**src/rtl/muldiv_seq_ctrl_pkg.sv**
```systemverilog
// Shared definitions for the sequential multiply/divide controller.
package muldiv_seq_ctrl_pkg;
  localparam int WIDTH_DEF = 16;

  localparam logic OP_MUL = 1'b0;
  localparam logic OP_DIV = 1'b1;

  typedef enum logic [1:0] {
    ST_IDLE = 2'd0,
    ST_RUN  = 2'd1,
    ST_DONE = 2'd2
  } state_t;
endpackage

```
**src/rtl/muldiv_seq_ctrl_iter.sv**
```systemverilog
// One-bit-per-cycle datapath: shift-add multiply or restoring divide in one shared register.
module muldiv_iter_core
  import muldiv_seq_ctrl_pkg::*;
#(
  parameter int WIDTH = WIDTH_DEF
) (
  input  logic             clk,
  input  logic             reset,
  input  logic             load,
  input  logic             run,
  input  logic             op,
  input  logic [WIDTH-1:0] a,
  input  logic [WIDTH-1:0] b,
  output logic [WIDTH-1:0] res_hi,
  output logic [WIDTH-1:0] res_lo
);
  // mul: acc = {partial product, remaining multiplier}; div: acc = {remainder, quotient}
  logic [2*WIDTH:0] acc, acc_nxt;
  logic             op_r;
  logic [WIDTH-1:0] b_r;
  logic [WIDTH:0]   upper, rem_sh;
  logic [WIDTH+1:0] diff;
  logic [WIDTH-1:0] quo_sh;

  always_comb begin
    upper  = acc[2*WIDTH:WIDTH] + (acc[0] ? {1'b0, b_r} : '0);
    rem_sh = {acc[2*WIDTH-1:WIDTH], acc[WIDTH-1]};
    quo_sh = {acc[WIDTH-2:0], 1'b0};
    diff   = {1'b0, rem_sh} - {2'b00, b_r};
    if (op_r == OP_DIV) begin
      if (diff[WIDTH+1]) acc_nxt = {rem_sh, quo_sh};
      else               acc_nxt = {diff[WIDTH:0], quo_sh[WIDTH-1:1], 1'b1};
    end else begin
      acc_nxt = {1'b0, upper, acc[WIDTH-1:1]};
    end
  end

  // Result of the step in flight, so the controller can capture it on the last iteration edge
  assign res_hi = acc_nxt[2*WIDTH-1:WIDTH];
  assign res_lo = acc_nxt[WIDTH-1:0];

  always_ff @(posedge clk or posedge reset) begin
    if (reset) begin
      acc  <= '0;
      op_r <= OP_MUL;
      b_r  <= '0;
    end else if (load) begin
      acc  <= {{(WIDTH+1){1'b0}}, a};
      op_r <= op;
      b_r  <= b;
    end else if (run) begin
      acc  <= acc_nxt;
    end
  end
endmodule

```
**src/rtl/muldiv_seq_ctrl.sv**
```systemverilog
// Multi-cycle mul/div controller: FSM, iteration count, stall/done/div-by-zero and hi/lo registers.
module muldiv_seq_ctrl
  import muldiv_seq_ctrl_pkg::*;
#(
  parameter int WIDTH = WIDTH_DEF
) (
  input  logic             clk,
  input  logic             reset,
  input  logic             start,
  input  logic             op,
  input  logic [WIDTH-1:0] opA,
  input  logic [WIDTH-1:0] opB,
  output logic             stall,
  output logic             busy,
  output logic             done,
  output logic             div_by_zero,
  output logic [WIDTH-1:0] hi,
  output logic [WIDTH-1:0] lo
);
  localparam int CNT_W = (WIDTH > 1) ? $clog2(WIDTH) : 1;

  state_t             state, state_nxt;
  logic [CNT_W-1:0]   count;
  logic               accept, dbz_case, last;
  logic [WIDTH-1:0]   res_hi, res_lo;

  always_comb begin
    state_nxt = state;
    accept    = 1'b0;
    dbz_case  = 1'b0;
    last      = 1'b0;
    stall     = 1'b0;
    case (state)
      ST_IDLE: begin
        if (start) begin
          accept    = 1'b1;
          dbz_case  = (op == OP_DIV) && (opB == '0);
          stall     = 1'b1;
          state_nxt = dbz_case ? ST_DONE : ST_RUN;
        end
      end
      ST_RUN: begin
        stall = 1'b1;
        last  = (count == CNT_W'(WIDTH - 1));
        if (last) state_nxt = ST_DONE;
      end
      ST_DONE: state_nxt = ST_IDLE;
      default: state_nxt = ST_IDLE;
    endcase
  end

  assign busy = (state == ST_RUN);
  assign done = (state == ST_DONE);

  muldiv_iter_core #(.WIDTH(WIDTH)) u_core (
    .clk    (clk),
    .reset  (reset),
    .load   (accept),
    .run    (busy),
    .op     (op),
    .a      (opA),
    .b      (opB),
    .res_hi (res_hi),
    .res_lo (res_lo)
  );

  always_ff @(posedge clk or posedge reset) begin
    if (reset) begin
      state       <= ST_IDLE;
      count       <= '0;
      hi          <= '0;
      lo          <= '0;
      div_by_zero <= 1'b0;
    end else begin
      state <= state_nxt;
      if (accept) begin
        count       <= '0;
        div_by_zero <= dbz_case;
        // Divide by zero skips the iterations and reports the conventional saturated result
        if (dbz_case) begin
          hi <= opA;
          lo <= '1;
        end
      end else if (busy) begin
        count <= count + CNT_W'(1);
        if (last) begin
          hi <= res_hi;
          lo <= res_lo;
        end
      end
    end
  end
endmodule

```
**config.mk**
```make
export PLATFORM = sky130hd
export DESIGN_NAME = muldiv_seq_ctrl
export DESIGN_NICKNAME = d
export VERILOG_FILES = /design/src/rtl/muldiv_seq_ctrl_pkg.sv /design/src/rtl/muldiv_seq_ctrl_iter.sv /design/src/rtl/muldiv_seq_ctrl.sv
export SDC_FILE = /design/constraint.sdc
export NUM_CORES = 1
export LEC_CHECK = 0
export ABC_CLOCK_PERIOD_IN_PS = 3300
export CORE_ASPECT_RATIO = 1.25
export CORE_MARGIN = 2
export CORE_UTILIZATION = 40
export DETAILED_ROUTE_END_ITERATION = 8
export HOLD_SLACK_MARGIN = 0.06
export PLACE_DENSITY = 0.61
export SYNTH_ARGS = -nofsm -noshare
export SYNTH_HDL_FRONTEND = slang
export SYNTH_SLANG_ARGS = --single-unit
```
**constraint.sdc**
```tcl
create_clock -name clk -period 3.3 [get_ports clk]
set_input_delay 0.66 -clock clk [delete_from_list [all_inputs] [get_ports clk]]
set_output_delay 0.66 -clock clk [all_outputs]
set_load 0.02 [all_outputs]
```
# Yosys cells after proc, flatten, opt, wreduce, memory -nomap -nowiden
# Index checks and enable logic that the tools add are counted.
[word_totals]
ff_bits = 89
in_bits = 36
wordCells = 49
[op_classes]
addsub = 3
n_eq_ne = 6
n_mux = 25
n_reduce_logical = 7
[ops]
columns = ["cell", "count"]
rows = [
  ["2-to-1 mux 16 bit", 9],
  ["2-to-1 mux 33 bit", 4],
  ["subtractor 17 x 16 -> 18 bit", 1],
  ["adder 17 bit", 1],
  ["logical NOT 16 bit", 1],
  ["2-to-1 mux 4 bit", 2],
  ["2-to-1 mux 2 bit", 3],
  ["2-to-1 mux 1 bit", 5],
  ["adder 4 x 1 -> 4 bit (second input constant)", 1],
  ["== test 4 bit (second input constant)", 1],
  ["!= test 2 x 1 -> 1 bit (second input constant)", 2],
  ["case mux 2 bit (2 select lines)", 1],
  ["nonzero test 2 bit", 2],
  ["AND reduction 3 bit", 1],
  ["== test 2 x 1 -> 1 bit (second input constant)", 1],
  ["== test 2 bit (second input constant)", 1],
  ["logical NOT 2 bit", 1],
  ["!= test 2 bit (second input constant)", 1],
  ["case mux 1 bit (2 select lines)", 1],
  ["AND reduction 2 bit", 1],
  ["logical AND 1 bit", 1],
]

# Logic depth before layout (Yosys ltp)
# Gate-level depths: netlist of run 1.
[logic_depth]
depth_word = 6
mapped_depth = 12
depth_no_buf = 12

# Cells and area by module
# From an unflattened synthesis of run 1, not the netlist that was laid out.
[hier_totals]
hier_cells = 693
area_unflattened_um2 = 6070.8
[by_module_without_submodules]
columns = ["module", "n_inst", "cells_per_inst", "area_each_um2", "seq_area_each_um2"]
rows = [
  ["muldiv_iter_core", 1, 529, 4335.4, 1251.2],
  ["muldiv_seq_ctrl", 1, 164, 1735.4, 975.9],
]

# Worst setup path before layout of run 1
# Ideal clock, no wire load.
[synth_timing]
kind = "flip-flop to flip-flop"
start = "register u_core.acc[15]"
end = "register u_core.acc[28]"
setup_ns = 0.135
arrival_ns = 2.481
setup_slack_ns = 0.684
path_stages_with_launch = 13
path_buffers = 0
synth_period_minus_slack_ns = 2.616
path_cell_list = "dfrtp_1 inv_1 ha_1 inv_1 fa_1 a21o_1 a2111oi_4 o21ai_0 a21o_1 a211oi_1 o311ai_1 o21ai_1 o21ai_0"
[synth_between]
elab_chain_cells = 5
[synth_lines]
columns = ["item", "line_no", "text"]
rows = [
  ["start: declaration", "muldiv_seq_ctrl_iter.sv:18", "logic [2*WIDTH:0] acc, acc_nxt;"],
  ["start signal: assignment", "muldiv_seq_ctrl_iter.sv:48", "acc <= {{(WIDTH+1){1'b0}}, a};"],
  ["start signal: assignment", "muldiv_seq_ctrl_iter.sv:52", "acc <= acc_nxt;"],
  ["subtractor 17 x 16 -> 18 bit", "muldiv_seq_ctrl_iter.sv:29", "diff = {1'b0, rem_sh} - {2'b00, b_r};"],
  ["2-to-1 mux 33 bit", "muldiv_seq_ctrl_iter.sv:31", "if (diff[WIDTH+1]) acc_nxt = {rem_sh, quo_sh};"],
  ["2-to-1 mux 33 bit", "muldiv_seq_ctrl_iter.sv:30", "if (op_r == OP_DIV) begin"],
  ["2-to-1 mux 33 bit", "muldiv_seq_ctrl_iter.sv:51", "end else if (run) begin"],
  ["2-to-1 mux 33 bit", "muldiv_seq_ctrl_iter.sv:47", "end else if (load) begin"],
]
# Every way passes these cells. The select of a mux whose other input is x is not followed.
# A chain may end at the register's enable or synchronous reset.

# Worst setup path after layout of run 1
[layout_timing]
start = "register u_core.acc[0]"
end = "register hi[7]"
[layout_between]
elab_chain_cells = 6
[layout_lines]
columns = ["item", "line_no", "text"]
rows = [
  ["2-to-1 mux 16 bit", "muldiv_seq_ctrl_iter.sv:26", "upper = acc[2*WIDTH:WIDTH] + (acc[0] ? {1'b0, b_r} : '0);"],
  ["adder 17 bit", "muldiv_seq_ctrl_iter.sv:26", ""],
  ["2-to-1 mux 33 bit", "muldiv_seq_ctrl_iter.sv:30", ""],
  ["2-to-1 mux 16 bit", "muldiv_seq_ctrl.sv:86", "if (last) begin"],
  ["2-to-1 mux 16 bit", "muldiv_seq_ctrl.sv:84", "end else if (busy) begin"],
  ["2-to-1 mux 16 bit", "muldiv_seq_ctrl.sv:76", "if (accept) begin"],
  ["end signal: assignment", "muldiv_seq_ctrl.sv:81", "hi <= opA;"],
  ["end signal: assignment", "muldiv_seq_ctrl.sv:87", "hi <= res_hi;"],
  ["end: declaration", "muldiv_seq_ctrl.sv:17", "output logic [WIDTH-1:0] hi,"],
]
# Every way passes these cells. The select of a mux whose other input is x is not followed.

==> impl.org, run 1 <==
** STA
- Maximum achievable frequency :: between 0.3 and 0.4 GHz
- Unrepaired setup endpoints after global routing :: no
- Headroom to the max-slew limit came out at about 50%.
- Of the available clock period, the critical path in the final layout requires a little over nine tenths.
- Max-slew violation count :: 0
- For the final database, setup skew stands at ~0.01 ns.
- Hold is met by 0.487 ns.
- Time the final worst path needs with I/O delays and setup :: roughly 3.2 ns
- Number of setup violations in the final report :: 0
- For the pin with the worst max-slew slack, the measured transition is roughly 0.75 ns.
- The final hold violation count came to 0.

** Logic synthesis
- Post-Synthesis Cells :: between 600 and 700
- Averaged over all synthesized cells, the footprint is ~9 µm².
- Top_reg_cell synth :: dfrtp_1
- The number of nets handed over by synthesis was between 700 and 800.
- Synthesis instantiated 64 different standard cells from the library.
- Synth warnings :: 0
- Summing every instance area after synthesis gives 5750 µm².
- Of all flip-flops after synthesis, the portion carrying an async set or reset was 100%.
- Part of the Yosys area used for sequential elements :: between 30% and 40%
- In this run, synthesis inferred 0 flip-flops with an integrated enable.
- The synthesized design contains 89 register bits.

** Drt
- After detailed routing, the number of remaining DRC violations is 0.
- Number of iterations in the first detailed-routing pass :: 5
- Avg Vias per Cell :: between 5 and 6
- DRT antenna net count :: 0
- The detailed router placed roughly 5300 vias in this run.
- Final Routed Wirelength :: between 15000 and 20000 µm
- Drt initial violations :: 360
- In the final routed layout, each cell accounts on average for approximately 19 µm.

** Clock network
- CTS saw between 80 and 90 sinks.
- In this run the deepest clock path goes through 2 buffers.
- CTS built an H-tree with a depth of 3.
- Clock input transition at the sequential cells of the worst setup and hold paths :: roughly 0.070 ns
- The cell sitting at the root of the clock tree is a clkbuf_16.
- Number of buffers added to fix hold violations after cts :: 0
- CTS Buf Count :: 9
- For the worst-skew pair, the clock arrives at the later sink with an insertion delay of ~0.35 ns.
- Clock tree from TritonCTS :: done

** Placed design
- Weighted congestion at the end of routability-driven global placement :: between 0.8 and 0.9
- Detail Placement HPWL :: between 10000 and 15000 µm
- During placement, the flow inserted port buffers numbering roughly 70.
- Cell Area, Placed :: 6650 µm²

** Pwr
- Power density over the cells :: between 1000 and 1500 nW/µm²
- The internal portion of the total power is roughly 4.8 mW.
- Switching Share :: 48.2%
- Summed over all nets, the switching power comes to between 4 and 5 mW.
- Static power due to leakage :: between 3 and 4 nW
- Design Power :: roughly 9 mW
- Part of the power in combinational logic :: between 60% and 70%
- In this run, the clock network consumes a little under an eighth of the power.
- Worst vdd ir :: around 0.00047 V
- Sequential power share :: between 20% and 30%

** Floorplan
- Overall die height :: 138 µm
- Area of the placeable core :: between 10000 and 15000 µm²
- During I/O placement, the number of pins put on the boundary was between 70 and 80.
- Die width :: 111 µm
- Floorplan die area :: 15400 µm²
- Once the floorplan was initialized, standard cells occupied between 40% and 50% of the core.
- Site row count :: just under 50

** Finish
- Most frequent cells in the layout :: 88 x dfrtp_1, 80 x o21ai_0, 79 x nand2_1
- Of the cells placed in the final design, the portion with a size suffix greater than 1 is ~7.3%.
- Number of antenna cells inserted :: 0
- Area delta synth->final :: 21.6%
- Final instance area :: between 6000 and 7000 µm²
- Final Net Count :: approximately 800
- Most frequent standard cell in the layout excluding fill and tap cells :: dfrtp_1

** Worst hold path
- Worst hold start :: div_by_zero
- Type of the tightest min-delay check :: register to register

** Worst setup path
- The worst setup path is captured at a register.
- Walking the worst path, the cells encountered are and2_1 -> ha_1 -> fa_1 -> a211oi_1 -> nor2_1 -> o21a_1 -> o41a_1 -> xor2_1 -> o21ai_0 -> o21ai_0.
- In this run the worst path has a maximum fanout of 18.
- Endpoint arrival time on the critical path :: 3.44 ns
- On the critical path, the stage with the largest delay is an instance of dfrtp_2.
- Startpoint of the worst setup timing path :: u_core.acc[0]
- On the worst path, the slowest cell contributes a delay of about 0.54 ns.
- Data required time at the worst endpoint :: roughly 3.5 ns
- The worst setup path is launched from a register.
- Source of the worst register-to-register timing path :: u_core.acc[0]
- The critical path is of the register to register type.
- Among the stages of the critical path, the cell type that occurs most often is o21ai_0.

** GRT
- Overall routing resource usage :: a little under a quarter
- Total overflow reported by the global router :: 0
- The via count of the first global-routing pass came to around 5300.
- Initial antenna violation count :: 0
- The first global-routing pass estimated 28000 µm of wire.
- Largest net degree at the start of global routing :: 90

** Flow run
- Count of max-cap constraint violations :: 0

** Status
- Outcome :: complete, no violations
-- layer usage --
layer  part of all wire, %  routed length [µm]  GRT usage, %
met3                   5.2                 898          3.64
met4                   3.1                 535          8.90
met5                     0                   0             0
met1                    44                7590          30.2
met2                    48                8220          37.2
-- worst max-delay path, delay by kind of cell, from the launching register on --
family	cells	cell delay [ns]
adder cells (fa/ha/maj)	2	0.65
XOR/XNOR	1	0.15
flip-flops	1	0.54
AND/OR/NAND/NOR	2	0.35
AO/OA/AOI/OAI	5	1.39
-- sequential cells by signal (all words and copies together), names as in the netlist --
name         count
hi              16
u_core.acc      33
u_core.b_r      16
state            2
u_core.op_r      1
lo              16
count            4
div_by_zero      1
-- synthesized netlist by cell type (all sizes together), types with 2 or more instances --
cell type  count  area share [%]
xor2          14             2.1
a21o          17             2.2
nand4          4            0.44
or2            3            0.33
a22oi          2            0.26
buf            7            0.83
o21ai         83             7.2
a31oi         12             1.3
o2111ai        5            0.76
and2          20             2.2
ha            33             7.2
nand2         79             5.2
a221oi         4            0.83
o21a           6            0.78
nand2b         2            0.22
o31ai          4            0.76
a221o          8             1.4
a211oi         5            0.65
mux2i         20             3.5
dfrtp         89              39
o21bai         2            0.26
and3           7            0.76
fa             2            0.70
nor2          43             2.8
inv           23             1.5
clkbuf        29             1.9
o221a          3            0.59
or3            3            0.33
a311o          2            0.35
o221ai         2            0.30
a2111oi        3            0.78
nor4           5            0.54
nand3         19             1.7
o211ai        13             1.7
a21oi         32             3.0
xnor2          8             1.2
a22o           3            0.46
nand3b         2            0.26
nor3          10            0.87
nor2b          5            0.54
-- power by group through the flow --
stage | Sequential [mW] | Clock [mW] | Combinational, mW
after floorplan | 2.15 | 0 | 4.14
after global placement | 2.13 | 0 | 5.83
after detailed placement | 2.11 | 0 | 5.92
after CTS | 2.11 | 1.11 | 5.96
after global routing | 2.18 | 1.15 | 6.66
final | 2.12 | 1.09 | 6.06
-- metrics by stage --
step	std cells	util, %	setup WS [ns]	TNS [ns]
3_3_place_gp	874	46.7	-0.0724	-0.106
2_1_floorplan	649	-	0.333	0
5_1_grt	892	49.2	0.00347	0
4_1_cts	890	48.9	0.0346	0
3_5_place_dp	874	46.7	-0.0708	-0.106
6_report	892	49.2	0.0621	0
-- layout make-up --
cell class	count	area, µm²
Inverter	23	87.6
Clock inverter	7	85.1
Multi-Input combinational cell	501	3300
Clock buffer	9	225
Timing Repair Buffer	85	841
Tap cell	178	223
Sequential cell	89	2230
Fill cell	1410	7230
-- what timing repair did --
action / 4_1_cts / 5_1_grt
buffers inserted: 0 / 2
pin swaps: 0 / 1
resized for setup: 1 / 3
setup endpoints to repair: 5 / 7
-- worst paths after layout --
| check | slack [ns] | end | cells after the start |
|---|---|---|---|
| setup / recovery | 0.06 | hi[7] | 10 |
| setup reg to reg | 0.06 | hi[7] | 10 |
| max in group asynchronous | 2.19 | u_core.acc[0] | 3 |
| hold reg to reg | 0.49 | div_by_zero | 1 |
| hold / removal | 0.49 | div_by_zero | 1 |
| min in group asynchronous | 0.72 | u_core.acc[26] | 3 |
-- kinds of logic after synthesis --
group,count (synthesis),synth area share [%]
compound gates,217,25.5
xor+xnor,22,3.35
fa+ha+maj,35,7.88
buf+inv,59,4.22
flops,89,38.7
mux,20,3.48
simple gates,207,16.8
Power figures use the tool's default switching activity.
==> run 2: changes to the inputs <==
--- a/config.mk
+++ b/config.mk
@@ -12,6 +12,8 @@
 export DETAILED_ROUTE_END_ITERATION = 8
 export HOLD_SLACK_MARGIN = 0.06
 export PLACE_DENSITY = 0.61
+export RECOVER_POWER = 50
+export SLEW_MARGIN = 20
 export SYNTH_ARGS = -nofsm -noshare
 export SYNTH_HDL_FRONTEND = slang
 export SYNTH_SLANG_ARGS = --single-unit
==> impl.org, run 2 (synthesis gave the netlist of run 1 again) <==
** STA
- Count of final hold-check violations :: 0 (unchanged)
- Slew headroom :: -32.0% (was 50.1%)
- The largest clock skew in the final design came to 0.0109 ns (was 0.0101 ns).
- Maximum achievable frequency :: 0.316 GHz (was 0.309 GHz)
- Share of the clock period used by the worst path after layout :: 95.9% (was 98.1%)
- Time the final worst path needs with I/O delays and setup :: 3.16 ns (was 3.24 ns)
- Unrepaired setup endpoints after global routing: no (unchanged).
- The setup total negative slack came to 0 ns (unchanged).
- The final count of pins violating max slew came to 90 (was 0).
- The slew at the pin closest to its max-slew limit was 1.98 ns (was 0.746 ns).
- The final number of setup-violating endpoints was 0 (unchanged).

** Floorplan
- The top-level I/O count was 72 (unchanged).
- The height of the die is 138 µm (unchanged).
- The floorplan row count is 49 (unchanged).
- The die width was 111 µm (unchanged).
- The initial standard-cell utilization of the core was 40.4% (unchanged).
- Floorplan die area :: 15400 µm² (unchanged)
- The total core area came to 14200 µm² (unchanged).

** GRT
- Global-route wire length before repair :: 28000 µm (unchanged)
- The via count of the first global-routing pass came to 5345 (unchanged).
- Largest net degree at the start of global routing :: 90 (unchanged)
- Initial antenna violation count :: 0 (unchanged)
- The total routing usage reported by global routing came to 22.7% (unchanged).
- The sum of overflow across all layers after global routing is 0 (unchanged).

** Clock network
- Bufs on Longest Clock Path :: 2 (unchanged)
- The number of buffers inserted during clock tree synthesis is 9 (unchanged).
- Root Buffer Master :: clkbuf_16 (unchanged)
- Clock tree from TritonCTS :: done (unchanged)
- Clock input transition at the sequential cells of the worst setup and hold paths :: 0.07 ns (about the same)
- The clock insertion delay at the later pin of the skew report was 0.35 ns (about the same).
- The number of clock sinks seen by CTS came to 89 (unchanged).
- H-tree levels :: 3 (unchanged)

** Pwr
- Fraction of power consumed by the clock network :: 11.7% (about the same)
- The leakage power of the design is 3.03 nW (was 3.05 nW).
- The fraction of power consumed by sequential logic came to 22.8% (was 22.9%).
- Power density over the cells :: 1330 nW/µm² (about the same)
- Design Power :: 9.27 mW (about the same)
- The maximum VDD drop came to 0.000472 V (about the same).
- The switching part of the total is 48.3% (was 48.2%).
- Part of the power in combinational logic :: 65.4% (about the same)
- Net load switching power :: 4.48 mW (was 4.47 mW)
- Int Power :: 4.79 mW (was 4.80 mW)

** Finish
- Area delta synth->final :: 21.2% (was 21.6%)
- The number of fillers in the final layout is 1413 (was 1410).
- Fraction of final layout cells sized beyond drive strength 1 :: 6.86% (was 7.28%)
- The final design area excluding fillers was 6970 µm² (was 6990 µm²).
- Most frequent cells in the layout: 88 x dfrtp_1, 80 x o21ai_0, 79 x nand2_1 (unchanged).
- Final core area utilization :: 49.0% (was 49.2%)
- Most frequent standard cell in the layout excluding fill and tap cells :: dfrtp_1 (unchanged)
- Final Net Count :: 780 (unchanged)
- The number of antenna repair diodes was 0 (unchanged).
- Most flop-heavy register :: u_core.acc (unchanged)
- The number of flip-flops in the largest register was 33 (unchanged).
- The final standard cell count with taps included and fillers excluded is 892 (unchanged).

** Worst setup path
- The critical path capture point type is a register (unchanged).
- Largest fanout on the critical path :: 18 (unchanged)
- The critical path arrival was 3.36 ns (was 3.44 ns).
- The nature of the critical path startpoint is a register (unchanged).
- The critical path class was register to register (unchanged).
- The required time of the critical path is 3.50 ns (about the same).

** Drt
- Vias :: 5233 (was 5258)
- Drt initial violations :: 330 (was 360)
- DRT antenna net count :: 0 (unchanged)
- Number of remaining DRC errors :: 0 (unchanged)
- The overall routed net length was 17200 µm (about the same).
- The detailed-router iteration count before antenna repair was 5 (unchanged).
- The final routed wire length divided by cell count is 19.3 µm (about the same).
- The mean number of vias per cell was 5.87 (was 5.89).

** Status
- Violated checks :: max-capacitance violations, max-slew violations
- Outcome :: complete, but fails checks (was complete, no violations)

** Placed design
- The detailed placement HPWL came to 12600 µm (unchanged).
- Weighted congestion at the end of routability-driven global placement :: 0.897 (unchanged)
- The count of input and output buffers is 71 (unchanged).
- Cell Area, Placed :: 6650 µm² (unchanged)
- The post-placement cell count was 874 (unchanged).

** Flow run
- The max-cap check violation count came to 1 (was 0).

** Worst hold path
- The worst hold-check path type is register to register (unchanged).
[run 2: worst max-delay path: stages, from the launching register on]
cell and delay [ns]:
dfrtp_2 0.54, and2_1 0.19, ha_1 0.20, fa_1 0.44, a211oi_1 0.27, nor2_1 0.14
o21a_1 0.22, o41a_1 0.34, xor2_1 0.14, o21ai_0 0.35, o21ai_0 0.16
[run 2: worst paths after layout]
path                                   to  depth (start not counted)          start  slack (ns)
setup / recovery                    hi[7]                         10  u_core.acc[0]        0.14
hold / removal                div_by_zero                          1    div_by_zero        0.49
setup reg to reg                    hi[7]                         10  u_core.acc[0]        0.14
hold reg to reg               div_by_zero                          1    div_by_zero        0.49
max in group asynchronous   u_core.acc[0]                          3          reset        0.50
min in group asynchronous  u_core.acc[26]                          3          reset        1.48
[run 2: stage by stage]
stage / worst slack, ns / hold slack, ns
final: 0.136 / 0.487
after global placement: -0.0724 / 0.465
after floorplan: 0.333 / 0.458
after global routing: 0.00347 / 0.511
after CTS: 0.0346 / 0.494
after detailed placement: -0.0708 / 0.472
[run 2: cell type report]
type	instances	area (µm²)	area share, %
clock inverter	7	85.1	1.22
sequential	89	2230	32.0
clock buffer	9	225	3.23
inverter	23	87.6	1.26
timing repair buffer	85	818	11.7
multi-input combinational	501	3300	47.4
tap	178	223	3.20
[run 2: layer usage]
metal	GRT usage (%)	part of all wire [%]	up-vias
li1	-	-	2484
met3	3.64	5.5	31
met4	8.90	2.9	0
met1	30.2	43	2518
met5	0	0	-
met2	37.2	48	200
[run 2: timing repair]
item | in CTS | in global routing
hold buffers | 0 | 0
cloned | 0 | 0
endpoints found under the setup margin | 5 | 7
resized for setup | 1 | 3
pin swaps | 0 | 1
buffers inserted | 0 | 2
[run 2: power by group through the flow]
| stage | clock network [mW] | registers [mW] | logic, mW |
|---|---|---|---|
| after global placement | 0 | 2.13 | 5.83 |
| after detailed placement | 0 | 2.11 | 5.92 |
| after global routing | 1.15 | 2.18 | 6.65 |
| after floorplan | 0 | 2.15 | 4.14 |
| after CTS | 1.11 | 2.11 | 5.96 |
| final | 1.09 | 2.12 | 6.06 |
==> run 3: changes to the inputs <==
==> constraint.sdc (replaced) <==
create_clock -name clk -period 3.3 [get_ports clk]
set_input_delay 0.33 -clock clk [delete_from_list [all_inputs] [get_ports clk]]
set_output_delay 0.33 -clock clk [all_outputs]
set_load 0.02 [all_outputs]
==> impl.org, run 3 (synthesis gave the netlist of run 1 again) <==
** Status
- Outcome: complete, but fails checks (unchanged).
- Violated checks :: max-capacitance violations, max-slew violations (unchanged)

** Worst setup path
- CP most frequent cell :: nor2_1 (was o21ai_0)
- The register-to-register path setup slack came to 0.18 ns (was 0.14 ns).
- The terminus of the critical flop-to-flop path is hi[11] (was hi[7]).
- The biggest cell delay along the critical path was 0.52 ns (was 0.54 ns).
- Critical path cell sequence: and2_1 -> ha_1 -> fa_1 -> a211oi_1 -> nor2_1 -> o2111ai_1 -> nand2_1 -> a31oi_1 -> xnor2_1 -> nor2_1 -> o31ai_1 (was and2_1 -> ha_1 -> fa_1 -> a211oi_1 -> nor2_1 -> o21a_1 -> o41a_1 -> xor2_1 -> o21ai_0 -> o21ai_0).
- Source of the worst register-to-register timing path :: u_core.acc[0] (unchanged)
- The nature of the critical path startpoint is a register (unchanged).
- The required time of the critical path is 3.55 ns (was 3.50 ns).
- The largest fanout on the critical path is 18 (unchanged).
- The critical path arrival came to 3.37 ns (was 3.36 ns).
- Cell count of the worst reg-to-reg path :: 11 (was 10)
- Crit path capture type :: register (unchanged)
- Master of the slowest instance on the critical path :: dfrtp_2 (unchanged)
- The critical path class is register to register (unchanged).

** STA
- Total negative slack :: 0 ns (unchanged)
- Unrepaired setup endpoints after global routing :: no (unchanged)
- The final number of setup-violating endpoints came to 0 (unchanged).
- Clock Skews :: 0.00807 ns (was 0.0109 ns)
- Hold Worst Slack :: 0.485 ns (was 0.487 ns)
- The final hold violation count was 0 (unchanged).
- The slew at the pin closest to its max-slew limit is 2.27 ns (was 1.98 ns).
- The worst slew margin relative to its limit is -52.0% (was -32.0%).
- Time the final worst path needs with I/O delays and setup :: 3.12 ns (was 3.16 ns)
- The share of the cycle needed by the critical path after routing was 94.4% (was 95.9%).
- Max-slew violation count :: 50 (was 90)
- Maximum achievable frequency :: 0.321 GHz (was 0.316 GHz)

** Finish
- The final layout net count was 777 (was 780).
- The number of flip-flops in the largest register was 33 (unchanged).
- The register bank with the most flops is u_core.acc (unchanged).
- The area added between synthesis and finish was 20.1% (was 21.2%).
- Most frequent standard cell in the layout excluding fill and tap cells :: dfrtp_1 (unchanged)
- Final core area utilization :: 48.5% (was 49.0%)
- The number of fillers in the final layout came to 1366 (was 1413).
- Most frequent cells in the layout: 88 x dfrtp_1, 79 x nand2_1, 79 x o21ai_0 (was 88 x dfrtp_1, 80 x o21ai_0, 79 x nand2_1).
- The number of antenna repair diodes came to 0 (unchanged).
- Fraction of final layout cells sized beyond drive strength 1 :: 5.91% (was 6.86%)
- The final standard cell count with taps included and fillers excluded is 889 (was 892).

** Floorplan
- The floorplan row count was 49 (unchanged).
- Boundary Pins :: 72 (unchanged)
- Die width :: 111 µm (unchanged)
- The height of the die came to 138 µm (unchanged).
- The die area came to 15400 µm² (unchanged).
- The initial standard-cell utilization of the core is 40.4% (unchanged).
- Area of the placeable core :: 14200 µm² (unchanged)

** Placed design
- The detailed placement HPWL is 12900 µm (was 12600 µm).
- Weighted congestion at the end of routability-driven global placement :: 0.913 (was 0.897)
- The post-placement cell count came to 872 (was 874).
- Number of port buffers :: 71 (unchanged)

** Drt
- The number of nets with antenna violations after routing came to 0 (unchanged).
- The overall routed net length came to 17600 µm (was 17200 µm).
- The detailed-router iteration count before antenna repair is 5 (unchanged).
- The number of remaining DRC errors came to 0 (unchanged).
- Average wire per cell in the routed design :: 19.8 µm (was 19.3 µm)
- The via total after detailed routing was 5286 (was 5233).
- Avg Vias per Cell :: 5.95 (was 5.87)
- Drt initial violations :: 292 (was 330)

** Clock network
- Root Buffer Master :: clkbuf_16 (unchanged)
- The buffer depth of the longest clock path is 2 (unchanged).
- CTS Buf Count :: 9 (unchanged)
- The hold buffer count at CTS was 0 (unchanged).
- The number of clock sinks seen by CTS was 89 (unchanged).
- The number of levels in the clock H-tree was 3 (unchanged).
- The TritonCTS clock tree is done (unchanged).
- Worst-skew pair later-pin latency :: 0.35 ns (about the same)
- The clock transition time at the flip-flop clock pins of the worst setup and hold paths came to 0.07 ns (about the same).

** Flow run
- Count of max-cap constraint violations :: 1 (unchanged)

** GRT
- The total routing usage reported by global routing is 23.1% (was 22.7%).
- Total overflow reported by the global router :: 0 (unchanged)
- The via count of the first global-routing pass was 5234 (was 5345).
- Global-route wire length before repair :: 28600 µm (was 28000 µm)
- Initial antenna violation count :: 0 (unchanged)
- Largest net degree at the start of global routing :: 53 (was 90)

** Worst hold path
- Hold path cells :: 1 (unchanged)
- Type of the tightest min-delay check :: register to register (unchanged)
- Worst hold start :: div_by_zero (unchanged)
- Min-Delay Endpoint :: div_by_zero (unchanged)

** Pwr
- Worst vdd ir :: 0.000545 V (was 0.000472 V)
- Static power due to leakage :: 3.00 nW (was 3.03 nW)
- Power density over the cells :: 1320 nW/µm² (was 1330 nW/µm²)
[run 3: changes by cell type in the layout (fill, tap and decap cells not counted), sizes merged, moves of 2 or more]
cell,change
clkbuf,+2
clkdlybuf4s50,-5
buf,-2
dlygate4sd3,+5
clkinv,+2
inv,-3
[run 3: how the worst max path moves through the flow]
stage,start,to,depth (start not counted)
floorplan,reset,count[0],1
global placement,u_core.acc[0],hi[9],10
detailed placement,u_core.acc[0],u_core.acc[25],10
CTS,u_core.acc[0],u_core.acc[25],10
global route,u_core.acc[15],hi[14],12
finish,u_core.acc[0],hi[11],11
[run 3: where the power goes]
group	switching, mW	internal (mW)	leakage (nW)	total, mW
combinational	3.51	2.52	1.81	6.03
clock	0.447	0.513	0.127	0.960
sequential	0.499	1.63	1.06	2.13
total	4.45	4.66	3.00	9.11
[run 3: layer usage]
metal  routed length (µm)  track usage [%]
met1                 7760             31.6
met2                 8430             37.1
met3                  960             3.38
met4                  478             9.16
met5                    0                0
[run 3: layout make-up]
type | count | area (µm²) | share of cell area, %
Clock buffer | 12 | 236 | 3.42
Clock inverter | 4 | 30.0 | 0.435
Inverter | 23 | 87.6 | 1.27
Multi-Input combinational cell | 501 | 3280 | 47.6
Sequential cell | 89 | 2230 | 32.3
Tap cell | 178 | 223 | 3.23
Timing Repair Buffer | 82 | 816 | 11.8
[run 3: what timing repair did]
action / CTS / global route
buffers inserted: 0 / 1
setup endpoints to repair: 0 / 8
resized for setup: 0 / 2
[run 3: worst max-delay path: cells and delay by family, from the launching register on]
kind	cells	cell delay (ns)
AOI/OAI and AO/OA	4	1.14
adders and majority gates	2	0.64
and+or+nand+nor	4	0.56
DFF	1	0.52
xor gates and xnor gates	1	0.16
[run 3: metrics by stage]
stage | area (µm²) | total power [mW] | setup WS [ns]
after CTS | 6900 | 9.06 | 0.126
after floorplan | 5750 | 6.29 | 0.663
after global routing | 6910 | 9.81 | 0.0232
after global placement | 6630 | 7.98 | 0.264
final | 6910 | 9.11 | 0.183
after detailed placement | 6630 | 8.05 | 0.145
